$ cat config.mk
export PLATFORM = sky130hd
export DESIGN_NAME = lcd_scheduler
export DESIGN_NICKNAME = d
export VERILOG_FILES = /design/src/rtl/lcd_scheduler.sv
export SDC_FILE = /design/constraint.sdc
export NUM_CORES = 2
export LEC_CHECK = 0
export CAP_MARGIN = 20
export CORE_ASPECT_RATIO = 0.5
export CORE_MARGIN = 10
export CORE_UTILIZATION = 60
export CTS_BUF_LIST = sky130_fd_sc_hd__clkbuf_16
export DETAILED_ROUTE_END_ITERATION = 10
export PLACE_DENSITY = 0.86
export SYNTH_ARGS = -nofsm -noshare
export SYNTH_HDL_FRONTEND = slang
export SYNTH_SLANG_ARGS = --single-unit
$ cat constraint.sdc
create_clock -name clk -period 56.9 [get_ports clk]
set_input_delay 11.38 -clock clk [delete_from_list [all_inputs] [get_ports clk]]
set_output_delay 11.38 -clock clk [all_outputs]
set_load 0.03 [all_outputs]
$ cat src/rtl/lcd_scheduler.sv
// LCD refresh scheduler: arbitrates between the player and host 16x2 displays,
// tracks what each display currently shows, and streams a full two-row frame
// (position command + 16 chars per row) to a single shared LCD writer.
module lcd_scheduler #(
   parameter logic [23:0] REFRESH_MAX = 24'd5000000
) (
   input  logic         clk,
   input  logic         nRst,
   input  logic [127:0] play_row1,
   input  logic [127:0] play_row2,
   input  logic [127:0] host_row1,
   input  logic [127:0] host_row2,
   input  logic         wr_ready,
   output logic         wr_valid,
   output logic         wr_rs,
   output logic [7:0]   wr_data,
   output logic         lcd_sel,
   output logic         busy,
   output logic         frame_done
);

   typedef enum logic [2:0] {
      S_IDLE, S_GRANT, S_CMD1, S_DATA1, S_CMD2, S_DATA2, S_DONE
   } state_t;

   state_t       state_q, state_d;
   logic [23:0]  timer_q, timer_d;
   logic [3:0]   idx_q, idx_d;
   logic         pend_play_q, pend_play_d;
   logic         pend_host_q, pend_host_d;
   logic         last_host_q, last_host_d;
   logic         sel_q, sel_d;
   logic [255:0] shadow_play_q, shadow_play_d;
   logic [255:0] shadow_host_q, shadow_host_d;
   logic [255:0] snap_q, snap_d;

   logic [255:0] live_play, live_host;
   logic         wrap, grant_host, accept;
   logic [7:0]   row1_base, row2_base;

   assign live_play  = {play_row1, play_row2};
   assign live_host  = {host_row1, host_row2};
   assign wrap       = (timer_q == REFRESH_MAX - 24'd1);
   // Host wins when the player is idle, or on a tie when the player went last.
   assign grant_host = !pend_play_q || (pend_host_q && !last_host_q);
   assign accept     = wr_valid && wr_ready;
   // Char i of a row lives at bit offset 8*(15-i); ~idx gives 15-idx.
   assign row1_base  = {1'b1, ~idx_q, 3'b000};
   assign row2_base  = {1'b0, ~idx_q, 3'b000};

   // State and control/tracking registers, all cleared by the async reset.
   always_ff @(posedge clk or negedge nRst) begin
      if (!nRst) begin
         state_q       <= S_IDLE;
         timer_q       <= 24'd0;
         idx_q         <= 4'd0;
         pend_play_q   <= 1'b1;
         pend_host_q   <= 1'b1;
         last_host_q   <= 1'b1;
         sel_q         <= 1'b0;
         shadow_play_q <= {32{8'h20}};
         shadow_host_q <= {32{8'h20}};
      end else begin
         state_q       <= state_d;
         timer_q       <= timer_d;
         idx_q         <= idx_d;
         pend_play_q   <= pend_play_d;
         pend_host_q   <= pend_host_d;
         last_host_q   <= last_host_d;
         sel_q         <= sel_d;
         shadow_play_q <= shadow_play_d;
         shadow_host_q <= shadow_host_d;
      end
   end

   // Frame snapshot is pure data and is always loaded in GRANT before use.
   always_ff @(posedge clk) begin
      snap_q <= snap_d;
   end

   // Next-state logic: one frame = GRANT, CMD1, 16x DATA1, CMD2, 16x DATA2, DONE.
   always_comb begin
      state_d = state_q;
      case (state_q)
         S_IDLE:  if (pend_play_q || pend_host_q) state_d = S_GRANT;
         S_GRANT: state_d = S_CMD1;
         S_CMD1:  if (accept) state_d = S_DATA1;
         S_DATA1: if (accept && idx_q == 4'd15) state_d = S_CMD2;
         S_CMD2:  if (accept) state_d = S_DATA2;
         S_DATA2: if (accept && idx_q == 4'd15) state_d = S_DONE;
         S_DONE:  state_d = S_IDLE;
         default: state_d = S_IDLE;
      endcase
   end

   // Timer, char index, pending flags, shadows, snapshot and grant bookkeeping.
   always_comb begin
      timer_d       = wrap ? 24'd0 : timer_q + 24'd1;
      idx_d         = idx_q;
      pend_play_d   = pend_play_q | (live_play != shadow_play_q) | wrap;
      pend_host_d   = pend_host_q | (live_host != shadow_host_q) | wrap;
      last_host_d   = last_host_q;
      sel_d         = sel_q;
      shadow_play_d = shadow_play_q;
      shadow_host_d = shadow_host_q;
      snap_d        = snap_q;
      if (accept && (state_q == S_DATA1 || state_q == S_DATA2)) begin
         idx_d = idx_q + 4'd1;
      end
      if (state_q == S_GRANT) begin
         sel_d = grant_host;
         // The served side's shadow now equals what is being sent; only a
         // timer wrap in this very cycle keeps it pending.
         if (grant_host) begin
            snap_d        = live_host;
            shadow_host_d = live_host;
            pend_host_d   = wrap;
         end else begin
            snap_d        = live_play;
            shadow_play_d = live_play;
            pend_play_d   = wrap;
         end
      end
      if (state_q == S_DONE) begin
         last_host_d = sel_q;
      end
   end

   // Writer-facing outputs decoded from the current state and snapshot.
   always_comb begin
      wr_valid   = 1'b0;
      wr_rs      = 1'b0;
      wr_data    = 8'h00;
      lcd_sel    = (state_q == S_GRANT) ? grant_host : sel_q;
      busy       = (state_q != S_IDLE);
      frame_done = (state_q == S_DONE);
      case (state_q)
         S_CMD1: begin
            wr_valid = 1'b1;
            wr_data  = 8'h80;
         end
         S_DATA1: begin
            wr_valid = 1'b1;
            wr_rs    = 1'b1;
            wr_data  = snap_q[row1_base +: 8];
         end
         S_CMD2: begin
            wr_valid = 1'b1;
            wr_data  = 8'hC0;
         end
         S_DATA2: begin
            wr_valid = 1'b1;
            wr_rs    = 1'b1;
            wr_data  = snap_q[row2_base +: 8];
         end
         default: ;
      endcase
   end

endmodule

==> flow_metrics.py <==
metrics = {
    "critical_path": {
        "r2r_cells": 7,
        "crit_chain": "buf_4 > mux4_2 > mux2i_1 > o21ai_0 > o2111ai_1 > nand2_1 > clkdlybuf4s50_1",
        "critPathMaxStageDelay_ns": 0.82,
        "endpoint_kind": "output port",
        "cp_top_family": "buffers and inverters",
        "cp_max_fo": 48,
        "r2r_end": "shadow_host_q[92]",
        "rrSetupSlack_ns": 52.33,
        "cp.required_ns": 45.52,
        "worstReg2RegStart": "state_q[0]",
        "cp.arrival_ns": 4.41,
        "worstSetupPathType": "reg2out",
        "worstSetupStartpointType": "flip-flop",
        "path_buf_inv": 2,
        "crit_slowest_cell": "buf_4",
    },
    "global_route": {
        "track_usage_pct": 40.9,
        "grt-ovfl-total": 0,
        "grt_pass1_wl_mm": 221,
        "antenna_found_initial": 49,
        "grt_max_degree": 162,
        "first_global_vias": 29200,
    },
    "layout": {
        "fill_cells": 4373,
        "area_growth_pct": 22.0,
        "nNetsFinal": 4026,
        "design_area_um2": 47600,
        "drive_above_1_share_pct": 24.6,
    },
    "pwr": {
        "ir_drop_v": 0.0000367,
        "power.density_nw_per_um2": 54.7,
        "p_leak_nw": 19.0,
    },
    "cts": {
        "htreeDepth": 3,
        "post_cts_resized": 0,
        "cts_tree": "yes",
        "hold_buffers": 0,
        "cts_setup_buffers": 0,
        "clk_pin_slew_ns": 0.07,
        "clk_path_buf_depth": 3,
        "clockRootBuffer": "clkbuf_16",
        "cts_buffers": 72,
        "cts.sinks": 803,
        "clock_latency_ns": 0.66,
    },
    "synthesis": {
        "synth_top_cell_by_area": "dfrtp_1",
        "synth-main-ff-cell": "dfrtp_1",
        "synth_compound_area_share_pct": 6.41,
        "avgSynthCellArea_um2": 13.0,
        "synth.top_cell.area_share_pct": 30.7,
        "synth_most_common_cell": "mux2_2",
        "synth_area_leaders": "dfrtp_1 (31%), edfxtp_1 (20%), mux2_2 (17%)",
        "synth_seq_cells": 803,
        "synth_fa_ha_area_share_pct": 0.0641,
        "synth_top_family_by_area": "multiplexers",
        "syn_nets": 3517,
        "synth_simple_gate_area_share_pct": 6.25,
        "ys_types": 52,
        "syn_area_um2": 39100,
        "synth_common_cells": "mux2_2 (588), dfrtp_1 (480), edfxtp_1 (256)",
        "synthArstFlopShare_pct": 68.1,
        "syn_inst": 3000,
        "synth_xor_area_share_pct": 7.47,
        "ys_warn_count": 0,
        "ys_seq_area_share_pct": 54.9,
        "synth_edf_count": 256,
        "synth.mux.area_fraction_pct": 21.7,
    },
    "drt": {
        "wl_per_cell_um": 35.8,
        "route.detailed.drc": 0,
        "ant_nets": 0,
        "routed_wl_mm": 161,
        "drtIter0Drc": 5394,
        "vias_per_cell": 6.61,
        "vias": 29600,
        "first_pass_iters": 8,
    },
    "timing": {
        "clock.fmax_mhz": 63.3,
        "worst_pin_slew_ns": 1.23,
        "fin_tns_setup_ns": 0,
        "relSlewSlack_pct": 17.5,
        "finClkSkew_ns": 0.0171,
        "min_period_over_period_pct": 27.7,
        "holdWs_ns": 0.479,
        "drv_slew": 0,
        "hold_viol_final": 0,
        "rsz0062_at_grt": "no",
        "period_minus_slack_ns": 15.79,
        "setup_violations": 0,
    },
    "run": {
        "maxCapViolations": 0,
    },
    "floorplanning": {
        "coreArea_um2": 64700,
        "die_w_um": 381,
        "num_rows": 66,
        "start_util_pct": 60.3,
        "dieArea_um2": 76300,
        "fp.dieH_um": 200,
        "pin_count": 528,
    },
    "status": {
        "outcome": "completed",
    },
    "placed_design": {
        "hpwl_mm": 127,
        "io_buffers": 527,
        "placed_area_um2": 45300,
        "gp_congestion": 1.05,
    },
    "hold_path": {
        "holdPathEnd": "shadow_host_q[205]",
        "hold-path-cell-count": 2,
        "holdCritPathClass": "reg2reg",
        "worstHoldStart": "shadow_host_q[205]",
    },
}
[layer usage]
layer	GRT usage, %	up-vias	part of all wire [%]	wire [um]
li1	-	12000	-	-
met1	53.3	15000	37	58600
met2	60.8	2195	44	71200
met3	15.1	430	14	22500
met4	18.6	24	5.0	8000
met5	0	-	0.12	193
[per-stage QoR]
step,total power [mW],setup WS (ns),util (%),std cells
after detailed placement,2.08,41.24,69.9,4315
after global placement,2.04,41.34,69.9,4315
after global routing,2.69,40.88,73.6,4473
final,2.61,41.11,73.6,4483
after CTS,2.56,41.07,73.4,4449
after floorplan,1.72,26.79,-,3000
[registers in the layout, indices dropped and copies added, names as in the netlist]
register	cells
shadow_play_q	256
last_host_q	1
snap_q	256
pend_host_q	1
timer_q	24
sel_q	1
shadow_host_q	256
state_q	3
pend_play_q	1
idx_q	4
[area by class of cell]
type	count	area [um^2]	share of cell area, %
clock buffer	73	1830	3.83
clock inverter	61	405	0.851
sequential	803	21500	45.1
multi-input combinational	1871	16400	34.5
inverter	198	743	1.56
antenna	30	75.1	0.158
timing repair buffer	563	5600	11.8
tap	884	1110	2.32
[worst min-delay path: cells and delay by family, from the launching register on]
family	cells	cell delay, ns
flip-flops	1	0.38
AO/OA/AOI/OAI	1	0.05
AND/OR/NAND/NOR	1	0.05
[worst max path at each step]
stage | slack, ns | depth (start not counted) | from | endpoint
finish | 41.11 | 7 | idx_q[0] | wr_data[6]
global route | 40.88 | 6 | idx_q[0] | wr_data[2]
CTS | 41.07 | 6 | idx_q[0] | wr_data[2]
detailed placement | 41.24 | 5 | nRst | shadow_host_q[224]
global placement | 41.34 | 5 | nRst | shadow_host_q[224]
floorplan | 26.79 | 3 | state_q[0] | lcd_sel
[placed cells by master (no fill, tap or decap), drive strengths merged, types with 3 or more instances in the layout]
cell type	instances
mux2	595
clkdlybuf4s50	526
dfrtp	480
edfxtp	256
inv	231
xor2	199
nand2	193
o21ai	183
xnor2	134
nor4	80
mux4	79
clkbuf	73
dfstp	67
o22ai	66
nand4	58
nor2b	51
buf	37
o2bb2ai	32
nor2	31
diode	30
nand2b	25
clkinv	22
a221oi	21
a22o	19
a2111oi	15
nand3	14
o2111ai	12
a2111o	12
a22oi	9
nor3	7
or4	6
and3	4
bufinv	4
or3	3
[power breakdown]
group | internal [mW] | switching, mW | leakage, nW
clock network | 0.253 | 0.232 | 1.19
registers | 0.890 | 0.178 | 8.68
logic | 0.486 | 0.568 | 9.11
total | 1.63 | 0.978 | 19.0
[kinds of logic (layout without fill, tap and decap cells)]
| family | Yosys count | after routing |
|---|---|---|
| AOI/OAI and AO/OA | 380 | 380 |
| muxes | 675 | 675 |
| buffers and inverters | 326 | 895 |
| xor gates and xnor gates | 333 | 333 |
| other | 0 | 30 |
| and+or+nand+nor | 481 | 481 |
| DFF | 803 | 803 |
| adders and majority gates | 2 | 2 |
Note: power is estimated with default switching activity, not from simulation.
